[src/rtl/fifo_mem_pkg.sv]
// rtl/fifo_mem_pkg.sv - shared widths and word/address types for the FIFO storage array
package fifo_mem_pkg;

  localparam int DATA_WIDTH = 15;
  localparam int ADDR_WIDTH = 4;
  localparam int DEPTH      = 2 ** ADDR_WIDTH;

  typedef logic [DATA_WIDTH-1:0] data_t;
  typedef logic [ADDR_WIDTH-1:0] addr_t;

endpackage

[src/rtl/fifo_memory_unit.sv]
// rtl/fifo_memory_unit.sv - simple dual-port register file with registered read data
// FIFO_MEMORY_UNIT_BYPASS_EN: same-address write/read forwards dataIn (default returns old data)
module fifo_memory_unit
  import fifo_mem_pkg::*;
#(
  parameter int DATA_WIDTH = fifo_mem_pkg::DATA_WIDTH,
  parameter int ADDR_WIDTH = fifo_mem_pkg::ADDR_WIDTH
) (
  input  logic                  clock,
  input  logic                  resetN,
  input  logic [DATA_WIDTH-1:0] dataIn,
  input  logic [ADDR_WIDTH-1:0] wrAddress,
  input  logic [ADDR_WIDTH-1:0] rdAddress,
  input  logic                  wen,
  input  logic                  ren,
  output logic [DATA_WIDTH-1:0] dataOut,
  output logic                  dataValid
);

  localparam int DEPTH = 2 ** ADDR_WIDTH;

  logic [DATA_WIDTH-1:0] mem [DEPTH];
  logic [DATA_WIDTH-1:0] rd_word;

  // Storage is flops rather than a RAM macro so that reset can clear every word.
  always_ff @(posedge clock or negedge resetN) begin
    if (!resetN) begin
      for (int i = 0; i < DEPTH; i++) begin
        mem[i] <= '0;
      end
    end else if (wen) begin
      mem[wrAddress] <= dataIn;
    end
  end

  always_comb begin
    rd_word = mem[rdAddress];
`ifdef FIFO_MEMORY_UNIT_BYPASS_EN
    if (wen && (wrAddress == rdAddress)) begin
      rd_word = dataIn;
    end
`endif
  end

  always_ff @(posedge clock or negedge resetN) begin
    if (!resetN) begin
      dataOut   <= '0;
      dataValid <= 1'b0;
    end else begin
      dataValid <= ren;
      if (ren) begin
        dataOut <= rd_word;
      end
    end
  end

endmodule

[config.mk]
export PLATFORM = sky130hd
export DESIGN_NAME = fifo_memory_unit
export DESIGN_NICKNAME = d
export VERILOG_FILES = /design/src/rtl/fifo_mem_pkg.sv /design/src/rtl/fifo_memory_unit.sv
export SDC_FILE = /design/constraint.sdc
export NUM_CORES = 1
export LEC_CHECK = 0
export CAP_MARGIN = 5
export CORE_MARGIN = 8
export CORE_UTILIZATION = 35
export DETAILED_ROUTE_END_ITERATION = 7
export DONT_BUFFER_PORTS = 1
export MAX_ROUTING_LAYER = met4
export PLACE_DENSITY = 0.51
export SLEW_MARGIN = 20
export SYNTH_ARGS = -nofsm -noshare
export SYNTH_HDL_FRONTEND = slang
export SYNTH_SLANG_ARGS = --single-unit
[constraint.sdc]
create_clock -name clock -period 2.1 [get_ports clock]
set_clock_uncertainty 0.05 [all_clocks]
set_input_delay 0.21 -clock clock [delete_from_list [all_inputs] [get_ports clock]]
set_output_delay 0.21 -clock clock [all_outputs]
set_load 0.02 [all_outputs]
==> flow_summary.yaml, run 1 <==
pwr:
  p_int_mw: 10.9
  reg_power_share_pct: 47.7
  share_comb_of_total_power_pct: 14.5
  netsw_mw: 3.28
  power_leakage_nw: 5.41
  ir_worst_vdd_mv: 0.597
  sw_frac_of_total_pct: 23.2
  power_frac_clock_pct: 37.8
  powerDensity_nw_per_um2: 1090
  power_mw: 14.1
synthesis:
  number_of_enable_type_register_cells_in_the_synthesized_netlist: 0
  synth_sequential_area_ratio_pct: 56.5
  syn-mean-instance-area_um2: 16.1
  synth.top_cells.by_count: "256 x dfrtp_1, 230 x mux2_2, 60 x mux4_2"
  post_synth_inst_count: 702
  yosys.cell_count.top_type: "dfrtp_1"
  synthDominantAreaCellType: "dfrtp_1"
  synth_nets: 729
  asyncSetResetFlopFracSynth_pct: 100
  synth.cell_area_um2: 11300
  synthTopCellsByArea: "dfrtp_1 57%, mux2_2 23%, mux4_2 12%"
  library_cells_used_by_synthesis: 22
  count_of_state_elements_after_synthesis: 256
  yosys_warnings: 0
  yosys_most_used_dff: "dfrtp_1"
  synth_top_cell_area_share_pct: 56.5
clock_tree:
  cts_repair_resize_count: 0
  maximum_clock_path_buffer_count: 3
  h-tree-depth: 1
  clock_sinks: 256
  tritoncts: "yes"
  cts_post_setup_buffers_inserted: 0
  clkLatencyLatePin_ns: 0.54
  ctsRootBufferMaster: "clkbuf_16"
  cts.reportedPaths.clkPinSlew_ns: 0.06
  cts-buffers-inserted: 28
  post_cts_hold_buffer_count: 19
timing:
  final.min_clock_period_ns: 1.92
  clock.fmax_ghz: 0.522
  timing.final.crit_share_pct: 91.2
  timing.setup.tns_ns: 0
  grt_setup_unrepaired: "false"
  worst_pin_slew_ns: 1.01
  hold_slack_ns: -0.671
  max_slew_margin_pct: 32.3
  report.final.slew_viol_count: 0
  hold_violations: 257
  timing.final.setup_violations: 0
cells_and_area:
  post_route_cells_drive_above_1_share_pct: 49.9
  nFillCells: 2919
  syn_to_final_growth_pct: 14.8
  design.final.nets: 736
floorplan:
  design.die.area_um2: 38400
  coreArea_um2: 32200
  die-height_um: 196
  design.portCount: 43
  floorplan.rows: 66
  initial_utilization_pct: 35.2
  die_width_um: 196
detailed_routing:
  post_drt_wl_per_cell_um: 25.0
  route.detailed.vias_per_inst: 5.47
  dr.first_iter.drc_count: 270
  drc_errors: 0
  postRouteAntennaNets: 0
  totalWireLength_um: 28500
  first_pass_iteration_count_of_the_detailed_router: 4
  routed-via-count: 6238
flow_run:
  maxCapViolCount: 0
status:
  status: "complete, but fails checks"
  failed_checks: "negative hold slack"
worst_setup_path:
  worstPathCellList: "mux4_2 > mux2i_1 > a221oi_1 > dlygate4sd3_1"
  path_class: "flop to flop"
  cpPeakStageDelay_ns: 0.58
  family_of_cells_with_the_greatest_summed_delay_on_the_critical_path: "multiplexers"
  critical-path-slowest-cell: "dlygate4sd3_1"
  critical_path.max_fanout: 2
  critPathArrivalTime_ns: 2.28
  crit_path_end_kind: "flop"
  timing.critical_path.buf_inv: 1
  setup.worst_path.start_class: "flop"
  cp.required_ns: 2.47
global_routing:
  grt_start_max_net_pins: 257
  total_congestion_overflow_after_global_routing: 0
  grt.total_usage_pct: 15.6
  number_of_global_route_vias_before_repair: 7168
  antenna_found_initial: 2
  global_route_wire_length_before_repair_um: 44600
placed_design:
  place_congestion: 0.720
  hpwlAfterDp_um: 16500
  numPortBuffers: 0
hold_path:
  worstHoldPathType: "primary input to async pin"
## cells in the final DEF (no fill, tap or decap), types with 3 or more instances in the layout
| cell | netlist | final |
|---|---|---|
| a221oi_1 | 15 | 15 |
| nor2_1 | 21 | 15 |
| bufinv_16 | 0 | 5 |
| buf_12 | 0 | 3 |
| o22ai_1 | 15 | 15 |
| mux2i_1 | 15 | 15 |
| nand2b_1 | 4 | 4 |
| nor3_4 | 0 | 4 |
| mux4_2 | 60 | 60 |
| mux2_1 | 10 | 10 |
| clkbuf_1 | 28 | 8 |
| mux2_2 | 230 | 230 |
| buf_4 | 1 | 14 |
| clkbuf_16 | 0 | 29 |
| dlygate4sd3_1 | 0 | 18 |
| clkbuf_8 | 0 | 7 |
| nor2_2 | 0 | 6 |
| dfrtp_1 | 256 | 256 |
## stage by stage
step | instances | hold WS, ns | cell area (um^2) | worst slack [ns] | util [%]
final | 1141 | -0.671 | 13000 | 0.184 | 40.4
after global routing | 1141 | -0.700 | 13000 | 0.121 | 40.4
after CTS | 1139 | -0.704 | 13000 | 0.207 | 40.4
after detailed placement | 1068 | -0.126 | 11800 | 0.279 | 36.6
after global placement | 1068 | -0.126 | 11800 | 0.327 | 36.6
after floorplan | 702 | -0.136 | 11300 | 0.404 | -
## flip-flops by register name, summed over array words and instances, names as in the netlist
| name | flops |
|---|---|
| dataValid | 1 |
| dataOut | 15 |
| mem | 240 |
## layout make-up
type / instances / area [um^2] / share of cell area (%)
Multi-Input combinational cell: 388 / 4720 / 36.3
Tap cell: 408 / 510 / 3.92
Clock buffer: 44 / 852 / 6.55
Clock inverter: 8 / 169 / 1.30
Sequential cell: 256 / 6410 / 49.2
Timing Repair Buffer: 35 / 345 / 2.65
Antenna cell: 2 / 5.00 / 0.0385
## metal layers
metal | vias up | global-route usage [%] | share of wire (%)
li1 | 2650 | - | -
met1 | 3425 | 20.5 | 46
met2 | 108 | 24.6 | 47
met3 | 55 | 2.86 | 3.8
met4 | 0 | 4.83 | 3.4
met5 | - | - | 0
## kinds of logic after synthesis
kind of cell | Yosys count | synth area share, %
compound gates | 30 | 1.99
buf+inv | 58 | 2.26
flops | 256 | 56.5
mux | 315 | 37.1
simple gates | 43 | 2.13
## worst paths after layout
| path | startpoint | endpoint | slack [ns] | cells after the start |
|---|---|---|---|---|
| min reg2reg | mem[171]$_DFFE_PN0P_ | mem[171]$_DFFE_PN0P_ | 0.44 | 1 |
| max in group asynchronous | resetN | mem[153]$_DFFE_PN0P_ | 2.21 | 0 |
| min in group clock | rdAddress[1] | dataOut[2]$_DFFE_PN0P_ | 0 | 2 |
| max | mem[4]$_DFFE_PN0P_ | dataOut[4]$_DFFE_PN0P_ | 0.18 | 4 |
| min | resetN | mem[193]$_DFFE_PN0P_ | -0.67 | 0 |
| max reg2reg | mem[4]$_DFFE_PN0P_ | dataOut[4]$_DFFE_PN0P_ | 0.18 | 4 |
## power groups by stage
stage	logic (mW)	clock network [mW]	registers (mW)
global route	2.22	5.70	6.89
floorplan	1.76	0	6.58
global placement	1.86	0	6.72
CTS	2.08	5.50	6.75
detailed placement	1.96	0	6.84
finish	2.04	5.35	6.74
Note: power is estimated with default switching activity, not from simulation.
==> run 2: changes to the inputs <==
--- a/config.mk
+++ b/config.mk
@@ -10,7 +10,6 @@
 export CORE_UTILIZATION = 35
 export DETAILED_ROUTE_END_ITERATION = 7
 export DONT_BUFFER_PORTS = 1
-export MAX_ROUTING_LAYER = met4
 export PLACE_DENSITY = 0.51
 export SLEW_MARGIN = 20
 export SYNTH_ARGS = -nofsm -noshare
==> constraint.sdc (replaced) <==
create_clock -name clock -period 2.1 [get_ports clock]
set_clock_uncertainty 0.05 [all_clocks]
set_input_delay 0.42 -clock clock [delete_from_list [all_inputs] [get_ports clock]]
set_output_delay 0.42 -clock clock [all_outputs]
set_load 0.02 [all_outputs]
==> flow_summary.yaml, run 2 (same netlist as run 1, synthesis figures left out) <==
timing:
  report.final.slew_viol_count: 0
  final.min_clock_period_ns: 1.55
  timing.final.setup_violations: 0
  timing.final.crit_share_pct: 74.0
  hold_violations: 256
  hold_slack_ns: -0.456
  clock.fmax_ghz: 0.643
  grt_setup_unrepaired: "false"
  timing.setup.tns_ns: 0
  max_slew_margin_pct: 40.6
  worst_pin_slew_ns: 0.887
cells_and_area:
  nFillCells: 2932
  most-common-layout-cells: "256 x dfrtp_1, 230 x mux2_2, 60 x mux4_2, 27 x clkbuf_16, 17 x dlygate4sd3_1"
  post_route_cells_drive_above_1_share_pct: 49.6
  largest_register_ffs: 240
  syn_to_final_growth_pct: 13.7
  top_regs: "mem: 240 flops, dataOut: 15 flops, dataValid: 1 flops"
  layout_commonest_cell: "dfrtp_1"
  largest-register: "mem"
  multi_input_comb_area_um2: 4720
  design.final.nets: 736
  seq_area_um2: 6410
detailed_routing:
  dr.first_iter.drc_count: 339
  first_pass_iteration_count_of_the_detailed_router: 4
  post_drt_wl_per_cell_um: 24.9
  totalWireLength_um: 28200
  drc_errors: 0
  routed-via-count: 6288
  postRouteAntennaNets: 0
  route.detailed.vias_per_inst: 5.54
global_routing:
  grt.total_usage_pct: 15.0
  antenna_found_initial: 1
  number_of_global_route_vias_before_repair: 7026
  total_congestion_overflow_after_global_routing: 0
  grt_start_max_net_pins: 257
  global_route_wire_length_before_repair_um: 44200
worst_setup_path:
  path_class: "flop to output pin"
  critical_path.max_fanout: 2
  r2r.worst_path.cells: 3
  critPathArrivalTime_ns: 1.08
  crit_path_end_kind: "output pin"
  crit_start: "dataOut[4]$_DFFE_PN0P_"
  setup.worst_path.start_class: "flop"
  worst-path-stages: 0
  r2r_end: "dataOut[12]$_DFFE_PN0P_"
  cp.required_ns: 1.63
  worstReg2RegStart: "mem[27]$_DFFE_PN0P_"
  setup.reg_to_reg.worst_slack_ns: 0.55
  setup.worst_path.end: "dataOut[4]"
floorplan:
  initial_utilization_pct: 35.2
  die-height_um: 196
  design.die.area_um2: 38400
  coreArea_um2: 32200
  floorplan.rows: 66
  design.portCount: 43
  die_width_um: 196
clock_tree:
  maximum_clock_path_buffer_count: 3
  h-tree-depth: 1
  clock_sinks: 256
  ctsRootBufferMaster: "clkbuf_16"
  cts.reportedPaths.clkPinSlew_ns: 0.06
  cts_repair_resize_count: 0
  clkLatencyLatePin_ns: 0.52
  cts-buffers-inserted: 27
  cts_post_setup_buffers_inserted: 0
  tritoncts: "yes"
  post_cts_hold_buffer_count: 17
pwr:
  ir_worst_vdd_mv: 0.684
  power_leakage_nw: 5.33
  powerDensity_nw_per_um2: 1020
flow_run:
  maxCapViolCount: 0
placed_design:
  hpwlAfterDp_um: 16300
  numPortBuffers: 0
  place_congestion: 0.708
status:
  failed_checks: "negative hold slack"
  status: "complete, but fails checks"
hold_path:
  worstHoldPathType: "primary input to async pin"
==> run 2: changes by cell type in the layout (fill, tap and decap cells not counted), sizes merged <==
cell,change
bufinv,-5
diode,-1
inv,-1
clkbuf,-1
dlygate4sd3,-1
clkinv,+1
buf,+2
==> run 2: layout make-up <==
class                      count  area share, %
timing repair buffer          36           3.30
multi-input combinational    388           36.6
sequential                   256           49.7
clock inverter                 3          0.117
clock buffer                  43           6.25
tap                          408           3.96
antenna                        1         0.0194
==> run 2: worst min-delay path by stage <==
stage          slack, ns  depth (start not counted)                endpoint  startpoint
4_1_cts            -0.48                          0    mem[132]$_DFFE_PN0P_      resetN
2_1_floorplan       0.07                          0  dataOut[0]$_DFFE_PN0P_      resetN
3_3_place_gp        0.08                          0    mem[193]$_DFFE_PN0P_      resetN
3_5_place_dp        0.08                          0    mem[132]$_DFFE_PN0P_      resetN
5_1_grt            -0.48                          0    mem[193]$_DFFE_PN0P_      resetN
6_report           -0.46                          0    mem[133]$_DFFE_PN0P_      resetN
==> run 2: stage by stage <==
stage | instances | total power, mW | setup WS, ns | util, % | cell area (um^2)
after floorplan | 702 | 8.34 | 0.194 | - | 11300
after global placement | 1071 | 8.58 | 0.352 | 36.9 | 11900
after detailed placement | 1071 | 8.80 | 0.328 | 36.9 | 11900
after CTS | 1134 | 13.4 | 0.502 | 40.0 | 12900
after global routing | 1135 | 13.9 | 0.474 | 40.0 | 12900
final | 1135 | 13.2 | 0.545 | 40.0 | 12900
==> run 2: per-layer routing <==
layer / track usage [%] / vias to the layer above / routed length [um]
met2: 23.6 / 127 / 13100
met5: 0 / - / 0
met3: 2.95 / 42 / 1400
li1: - / 2652 / -
met1: 21.0 / 3467 / 13000
met4: 4.13 / 0 / 738
==> run 2: where the power goes <==
part	switching (mW)	total, mW	internal, mW
Sequential	0.667	6.73	6.07
Clock	1.85	4.44	2.60
Combinational	0.630	2.02	1.39
==> patch: new RTL, settings of run 1 <==
Set the package constant `ADDR_WIDTH` to 5 (it was 4).
--- a/src/rtl/fifo_mem_pkg.sv
+++ b/src/rtl/fifo_mem_pkg.sv
@@ -2,7 +2,7 @@
 package fifo_mem_pkg;
 
   localparam int DATA_WIDTH = 15;
-  localparam int ADDR_WIDTH = 4;
+  localparam int ADDR_WIDTH = 5;
   localparam int DEPTH      = 2 ** ADDR_WIDTH;
 
   typedef logic [DATA_WIDTH-1:0] data_t;
Interface: changed (resized rdAddress and wrAddress); port bits go from 43 to 45. No check against the original RTL was run, so the function may have changed too.
==> patch against run 1 <==
Maximum frequency down 4.6%. The flow still finishes with violations (negative hold slack). Synthesized cell count up 130%. Critical path type is now input pin to flip-flop. Die area up 92%. Area after synthesis up 100%. Sequential cell count up 240. Cell area up 100%. Worst setup slack worse by 0.092 ns. Total power up 78%. Wire length up 110%.
==> patch: results (changes against run 1) <==
| Metric | Value |
|---|---|
| N_diodes | `0 (-2)` |
| Initial DRC Count | `746 (+180%)` |
| Final Wtd Congestion | `0.750 (+4.2%)` |
| WL final | `61.0 mm (+110%)` |
| Area after DPL | `23800 um^2 (+100%)` |
| Worst hold margin | `-0.717 ns (-0.0467 ns)` |
| Max_slew headroom | `14.4% (-18 points)` |
| Failing checks | `negative hold slack` |
| Crit path DAT | `2.44 ns (+0.16 ns)` |
| Seq/Total Area, Yosys | `54.2% (-2.3 points)` |
| Total number of vias | `13400 (+120%)` |
| Synth area leaders | `dfrtp_1, mux2_2, mux2i_1` |
| Hold_buf cts | `51 (+32)` |
| LEAKAGE | `0.0119 uW (+120%)` |
| CP Max Fanout | `12 (+10)` |
| Fraction of layout cells with a size suffix above 1 | `39.9% (-10 points)` |
| Outcome | `complete, but fails checks` |
| Detailed Routing Iterations Pass 1 | `5 (+1)` |
| Final Hold Fails | `496 (+93%)` |
| Num CTS Buffers | `53 (+89%)` |
| Yosys cell types | `27 (+23%)` |
| Largest net degree at the start of global routing | `497 (+93%)` |
| Worst VDD drop | `0.000543 V (-9.0%)` |
| Global Route Usage Sum | `16.9% (+1.3 points)` |
| # H-tree levels | `2 (+1)` |
| Vias in the first global route | `14400 (+100%)` |
| Top flop regs | `mem (480), dataOut (15), dataValid (1)` |
| Mapped Nets | `1652 (+130%)` |
| Dpl hpwl | `34.6 mm (+110%)` |
| Initial antenna violation count | `3 (+1)` |
patch: cell types whose count changed after synthesis, sizes merged, moves of 16 or more:
cell,change
a21oi,+60
a22oi,+120
buf,+31
clkbuf,+51
dfrtp,+240
mux2,+255
mux2i,+225
mux4,-60
nand2,+16
patch: worst paths after layout:
kind                               from         end  depth (start not counted)  slack [ns]
min                              resetN     mem[32]                          0       -0.72
max reg2reg                    mem[213]  dataOut[3]                          5        0.32
max                        wrAddress[1]    mem[229]                          6        0.09
max in group asynchronous        resetN    mem[398]                          0        1.69
min in group clock                  wen    mem[225]                          3        0.10
min reg2reg                      mem[5]      mem[5]                          1        0.44
patch: layout make-up:
type	instances	area [um^2]
Fill cell	6060	38500
Sequential cell	496	12400
Multi-Input combinational cell	987	9750
Clock buffer	78	1550
Timing Repair Buffer	91	1180
Tap cell	855	1070
Clock inverter	12	114
patch: logic make-up (layout without fill, tap and decap cells):
logic type | after synthesis | after routing | share of synthesized area (%)
and+or+nand+nor | 72 | 72 | 2.40
buffers and inverters | 140 | 181 | 3.30
muxes | 735 | 735 | 34.8
DFF | 496 | 496 | 54.2
AOI/OAI and AO/OA | 180 | 180 | 5.25
patch: report_power, final:
group | leakage, uW | internal (uW) | switching [uW]
Combinational | 0.00472 | 2210 | 1410
Sequential | 0.00633 | 11400 | 986
Clock | 0.000827 | 5310 | 3820
Total | 0.0119 | 18900 | 6220
patch: worst max-delay path, cell delays in order:
cell and delay (ns):
dlygate4sd3_1 0.56, nor3b_2 0.42, nand2_2 0.20, buf_12 0.21, mux2_2 0.27, dlygate4sd3_1 0.55
patch: metal layers:
layer / track usage, % / share of wire (%)
met1: 23.0 / 47
met2: 26.2 / 47
met3: 2.55 / 3.5
met4: 4.82 / 2.6
met5: - / 0
patch: stage by stage:
| stage | setup WS (ns) | hold WS (ns) | instances | util (%) |
|---|---|---|---|---|
| 5_1_grt | 0.0436 | -0.753 | 2519 | 40.4 |
| 6_report | 0.0914 | -0.717 | 2519 | 40.4 |
| 2_1_floorplan | 0.474 | -0.136 | 1623 | - |
| 4_1_cts | 0.129 | -0.743 | 2519 | 40.4 |
| 3_3_place_gp | 0.245 | -0.0811 | 2378 | 36.8 |
| 3_5_place_dp | 0.235 | -0.0865 | 2378 | 36.8 |
